===== src/rtl/food_place_ctrl.sv =====
// food_place_ctrl: steps the food generator, screens each candidate against the snake body and publishes a free cell.
// Optional FOOD_SCAN_FALLBACK_EN: after MAX_TRIES generator collisions, linearly scan the grid for a free cell.
module food_place_ctrl #(
    parameter int COORD_W   = 4,
    parameter int MAX_TRIES = 9,
    parameter int GEN_LAT   = 1
) (
    input  logic               clk,
    input  logic               rst_n,
    input  logic               eaten,
    output logic               gen_adv,
    input  logic [COORD_W-1:0] gen_x,
    input  logic [COORD_W-1:0] gen_y,
    output logic               occ_req,
    output logic [COORD_W-1:0] occ_x,
    output logic [COORD_W-1:0] occ_y,
    input  logic               occ_ack,
    input  logic               occ_hit,
    output logic [COORD_W-1:0] food_x,
    output logic [COORD_W-1:0] food_y,
    output logic               food_valid,
    output logic               busy,
    output logic               fail
);
    localparam int TRY_W = $clog2(MAX_TRIES + 1);
    localparam int LAT_W = (GEN_LAT > 1) ? $clog2(GEN_LAT) : 1;

    typedef enum logic [2:0] {
        INIT,
        IDLE,
        ADV,
        WAIT_GEN,
        QUERY,
        WAIT_ACK,
        COMMIT
`ifdef FOOD_SCAN_FALLBACK_EN
        , SCAN
`endif
    } state_t;

    state_t           state_reg;
    logic [TRY_W-1:0] try_cnt_reg;
    logic [LAT_W-1:0] lat_cnt_reg;
    logic [TRY_W-1:0] try_cnt_next;

    assign try_cnt_next = try_cnt_reg + TRY_W'(1);

`ifdef FOOD_SCAN_FALLBACK_EN
    logic scan_reg;
    logic scan_last;

    assign scan_last = (occ_x == '1) && (occ_y == '1);
`endif

    always_ff @(posedge clk or negedge rst_n) begin
        if (!rst_n) begin
            state_reg   <= INIT;
            try_cnt_reg <= '0;
            lat_cnt_reg <= '0;
            gen_adv     <= 1'b0;
            occ_req     <= 1'b0;
            occ_x       <= '0;
            occ_y       <= '0;
            food_x      <= '0;
            food_y      <= '0;
            food_valid  <= 1'b0;
            busy        <= 1'b0;
            fail        <= 1'b0;
`ifdef FOOD_SCAN_FALLBACK_EN
            scan_reg    <= 1'b0;
`endif
        end else begin
            gen_adv <= 1'b0;
            case (state_reg)
                // The first food uses whatever the generator shows out of reset.
                INIT: begin
                    try_cnt_reg <= '0;
                    lat_cnt_reg <= '0;
                    busy        <= 1'b1;
                    state_reg   <= WAIT_GEN;
                end
                IDLE: begin
                    if (eaten) begin
                        food_valid  <= 1'b0;
                        busy        <= 1'b1;
                        try_cnt_reg <= '0;
                        gen_adv     <= 1'b1;
                        state_reg   <= ADV;
                    end
                end
                ADV: begin
                    lat_cnt_reg <= '0;
                    state_reg   <= WAIT_GEN;
                end
                WAIT_GEN: begin
                    if (lat_cnt_reg == LAT_W'(GEN_LAT - 1)) begin
                        occ_x     <= gen_x;
                        occ_y     <= gen_y;
                        state_reg <= QUERY;
                    end else begin
                        lat_cnt_reg <= lat_cnt_reg + LAT_W'(1);
                    end
                end
                QUERY: begin
                    occ_req   <= 1'b1;
                    state_reg <= WAIT_ACK;
                end
                WAIT_ACK: begin
                    if (occ_ack) begin
                        occ_req <= 1'b0;
                        if (!occ_hit) begin
                            state_reg <= COMMIT;
`ifdef FOOD_SCAN_FALLBACK_EN
                        end else if (scan_reg) begin
                            if (scan_last) begin
                                scan_reg   <= 1'b0;
                                fail       <= 1'b1;
                                food_valid <= 1'b0;
                                busy       <= 1'b0;
                                state_reg  <= IDLE;
                            end else begin
                                // x runs fastest across the grid
                                if (occ_x == '1) begin
                                    occ_x <= '0;
                                    occ_y <= occ_y + COORD_W'(1);
                                end else begin
                                    occ_x <= occ_x + COORD_W'(1);
                                end
                                state_reg <= SCAN;
                            end
`endif
                        end else if (try_cnt_next == TRY_W'(MAX_TRIES)) begin
                            try_cnt_reg <= try_cnt_next;
`ifdef FOOD_SCAN_FALLBACK_EN
                            scan_reg    <= 1'b1;
                            occ_x       <= '0;
                            occ_y       <= '0;
                            state_reg   <= SCAN;
`else
                            fail        <= 1'b1;
                            food_valid  <= 1'b0;
                            busy        <= 1'b0;
                            state_reg   <= IDLE;
`endif
                        end else begin
                            try_cnt_reg <= try_cnt_next;
                            gen_adv     <= 1'b1;
                            state_reg   <= ADV;
                        end
                    end
                end
                COMMIT: begin
                    food_x     <= occ_x;
                    food_y     <= occ_y;
                    food_valid <= 1'b1;
                    busy       <= 1'b0;
                    fail       <= 1'b0;
`ifdef FOOD_SCAN_FALLBACK_EN
                    scan_reg   <= 1'b0;
`endif
                    state_reg  <= IDLE;
                end
`ifdef FOOD_SCAN_FALLBACK_EN
                SCAN: begin
                    occ_req   <= 1'b1;
                    state_reg <= WAIT_ACK;
                end
`endif
                default: state_reg <= INIT;
            endcase
        end
    end
endmodule

===== config.mk =====
export PLATFORM = sky130hd
export DESIGN_NAME = food_place_ctrl
export DESIGN_NICKNAME = d
export VERILOG_FILES = /design/src/rtl/food_place_ctrl.sv
export SDC_FILE = /design/constraint.sdc
export NUM_CORES = 1
export LEC_CHECK = 0
export ABC_AREA = 1
export CAP_MARGIN = 20
export CORE_ASPECT_RATIO = 1.2
export CORE_UTILIZATION = 38
export CTS_CLUSTER_SIZE = 25
export DETAILED_ROUTE_END_ITERATION = 10
export GPL_ROUTABILITY_DRIVEN = 0
export PLACE_DENSITY_LB_ADDON = 0.1
export SLEW_MARGIN = 5
export SYNTH_ARGS = -nofsm -noshare
export SYNTH_HDL_FRONTEND = slang
export SYNTH_SLANG_ARGS = --single-unit

===== constraint.sdc =====
create_clock -name clk -period 1.8 [get_ports clk]
set_input_delay 0.36 -clock clk [delete_from_list [all_inputs] [get_ports clk]]
set_output_delay 0.36 -clock clk [all_outputs]
set_load 0.02 [all_outputs]

==> metrics, run 1 <==
Slew Viols, Final=0; Ports=34; Root Driver=clkbuf_4; # nets final=201; drt wl/cell=11.3 microns; Avg Inst Size Synth=8.66 sq um; cts bufs inserted=3; area grow syn2layout=33.6%; delay-heaviest family, CP=buffers and inverters; Post-Route WL=2500 microns; diodes inserted=0; Util after Layout=0.545; crit-path max cell delay=slightly above 600 ps; Worst Hold Class=in2async; largest net degree at the start of global routing=29; Setup crit start kind=register; global route total overflow=0; CP endpoint kind=primary output; total clock sinks=28; drt pass-1 iters=4; CP Data Arrival Time=between 1000 and 1500 ps; DR vias=1051; initial antenna violation count=0; grt met1 use=0.202; Worst-Skew Late Latency=320 ps; Rows=22; compound-gate portion of the synthesized area=0.102; Detailed Route Iter0 Violations=30; Max Freq=0.592 GHz; peak supply drop=0.00104 V; Reg area=approximately 700 sq um; Pleak=0.818 nW; worst path buffer plus inverter count=1; Synth Area in Adders=0.0195; clk_skew=3.41 ps; Max-Cap Viols=0; Synthesized Nets=163; reg2reg setup slack=340 ps; Final TNS setup=0 ps; area of the multi-input gates=482 sq um; Final Critical Period=around 1700 ps; Worst Tran Pin Value=348 ps; number of library cell types mapped by synthesis=19; Worst R2R End=food_valid; R2R depth=9; I/O Buffers=33; WP data required=1440 ps; Yosys warnings=0; # fillers=312; Post-Synth XOR/XNOR Area=0; RR Startpoint=try_cnt_reg[0]; hold buffers post-CTS=0; most frequent cells in the layout=clkdlybuf4s50_1, nand2_1, dfrtp_1, inv_1; Final Instance Area=1710 sq um; Cell Area, Synth=about 1300 sq um; Global Route Usage Sum=0.168; CP Cell Sequence=clkdlybuf4s50_1; post-CTS setup buffer count=0; Post-Place Cell Area=1660 sq um; setup repair after global routing missed its margin=false; Crit Path Category=reg2out; Initial Util=0.408; Simple-Gate Fraction of Synth Area=0.255; cell count after synthesis=between 100 and 150; Max Root-Sink Buffers=2; final hold viol count=0; most used routing layer=met2; hold slack=379 ps; vias per cell=~4.8; #FFs+latches synth=28; Cell Pwr Density=1740 nW/um^2; period utilization=0.938; GR Layer Usage met3=0.0370; htree depth=1; DIE AREA=about 3600 sq um; Die Y=65.6 microns; CTS tree=done; ANT nets after route=0; Critical Path Slowest Stage Cell=clkdlybuf4s50_1; status=finished, final reports clean; met2 usage=0.277; Post-CTS Resized=0; vias in the first global route=1106; Die W=55.0 microns; sequential cell area fraction in the yosys report=0.547; first-pass GRT wire length=4490 microns; Slew Limit Headroom=0.768; CTS clock-pin slew for the worst setup and hold paths=150 ps; multiplexer share of the synthesized area=0; Post-route DRC=0; core box area=3140 sq um; dpl hpwl=1890 microns; Worst Path Max Fanout=2; main combinational cell family by area after synthesis=simple AND/OR/NAND/NOR gates; # setup viols final=0; fraction of layout cells with a size suffix above 1=0.124; most common cell after layout, fill and taps aside=clkdlybuf4s50_1
==> metrics by stage <==
stage / setup WS, ps / total power [mW] / std cells
final: 112 / 2.98 / 221
after CTS: 90.8 / 3.02 / 221
after global placement: 290 / 2.57 / 217
after floorplan: 490 / 1.97 / 148
after detailed placement: 226 / 2.60 / 217
after global routing: 32.1 / 3.23 / 221
==> cells by family (layout without fill, tap and decap cells) <==
logic type      count (synthesis)  after routing
flops                          28             28
fa+ha+maj                       2              2
simple gates                   68             68
buf+inv                        24             61
compound gates                 26             26
==> cell usage after synthesis <==
| master | number | area [sq um] |
|---|---|---|
| nand2_1 | 32 | 120 |
| dfrtp_1 | 28 | 701 |
| inv_1 | 16 | 60.1 |
| nand3_1 | 11 | 55.1 |
| nor2_1 | 11 | 41.3 |
| o21ai_0 | 11 | 55.1 |
| a21oi_1 | 10 | 50.1 |
| inv_2 | 5 | 18.8 |
| o21ai_1 | 5 | 25.0 |
| nand2_2 | 4 | 25.0 |
| nand3_2 | 4 | 40.0 |
| nand4_1 | 3 | 18.8 |
| ha_1 | 2 | 25.0 |
| buf_2 | 1 | 5.00 |
| buf_6 | 1 | 11.3 |
| clkbuf_1 | 1 | 3.75 |
| nor2_2 | 1 | 6.26 |
| nor2_4 | 1 | 11.3 |
| or2_4 | 1 | 8.76 |
==> routing by layer <==
metal | vias to the layer above | share of wire
li1 | 545 | -
met1 | 482 | 0.47
met2 | 22 | 0.48
met3 | 2 | 0.049
met4 | 0 | 0.0068
met5 | - | 0
==> worst max-delay path by stage <==
stage | from | endpoint | slack [ps] | depth (start not counted)
global route | food_x[0] | food_x[0] | 30 | 1
global placement | occ_ack | food_valid | 290 | 8
finish | food_x[0] | food_x[0] | 110 | 1
floorplan | try_cnt_reg[0] | food_valid | 490 | 9
detailed placement | occ_ack | gen_adv | 230 | 5
CTS | food_x[0] | food_x[0] | 90 | 1
==> layout make-up <==
cell class / instances / area share
clock buffers: 3 / 0.0132
flip-flops and latches: 28 / 0.409
clock inverters: 1 / 0.0175
inverters: 21 / 0.0461
well taps: 36 / 0.0263
multi-input cells: 96 / 0.281
repair buffers: 36 / 0.206
==> where the power goes <==
group	leakage, nW	internal (mW)	switching, mW
Combinational	0.452	0.651	0.833
Sequential	0.337	0.897	0.187
Clock	0.0279	0.225	0.185
(Power assumes the default switching activity.)
==> inputs of run 2 (changes only) <==
--- a/config.mk
+++ b/config.mk
@@ -6,10 +6,9 @@
 export NUM_CORES = 1
 export LEC_CHECK = 0
 export ABC_AREA = 1
-export CAP_MARGIN = 20
+export CAP_MARGIN = 15
 export CORE_ASPECT_RATIO = 1.2
 export CORE_UTILIZATION = 38
-export CTS_CLUSTER_SIZE = 25
 export DETAILED_ROUTE_END_ITERATION = 10
 export GPL_ROUTABILITY_DRIVEN = 0
 export PLACE_DENSITY_LB_ADDON = 0.1
==> results of run 2 <==
The final DEF is identical to that of run 1; final timing and power are the same.
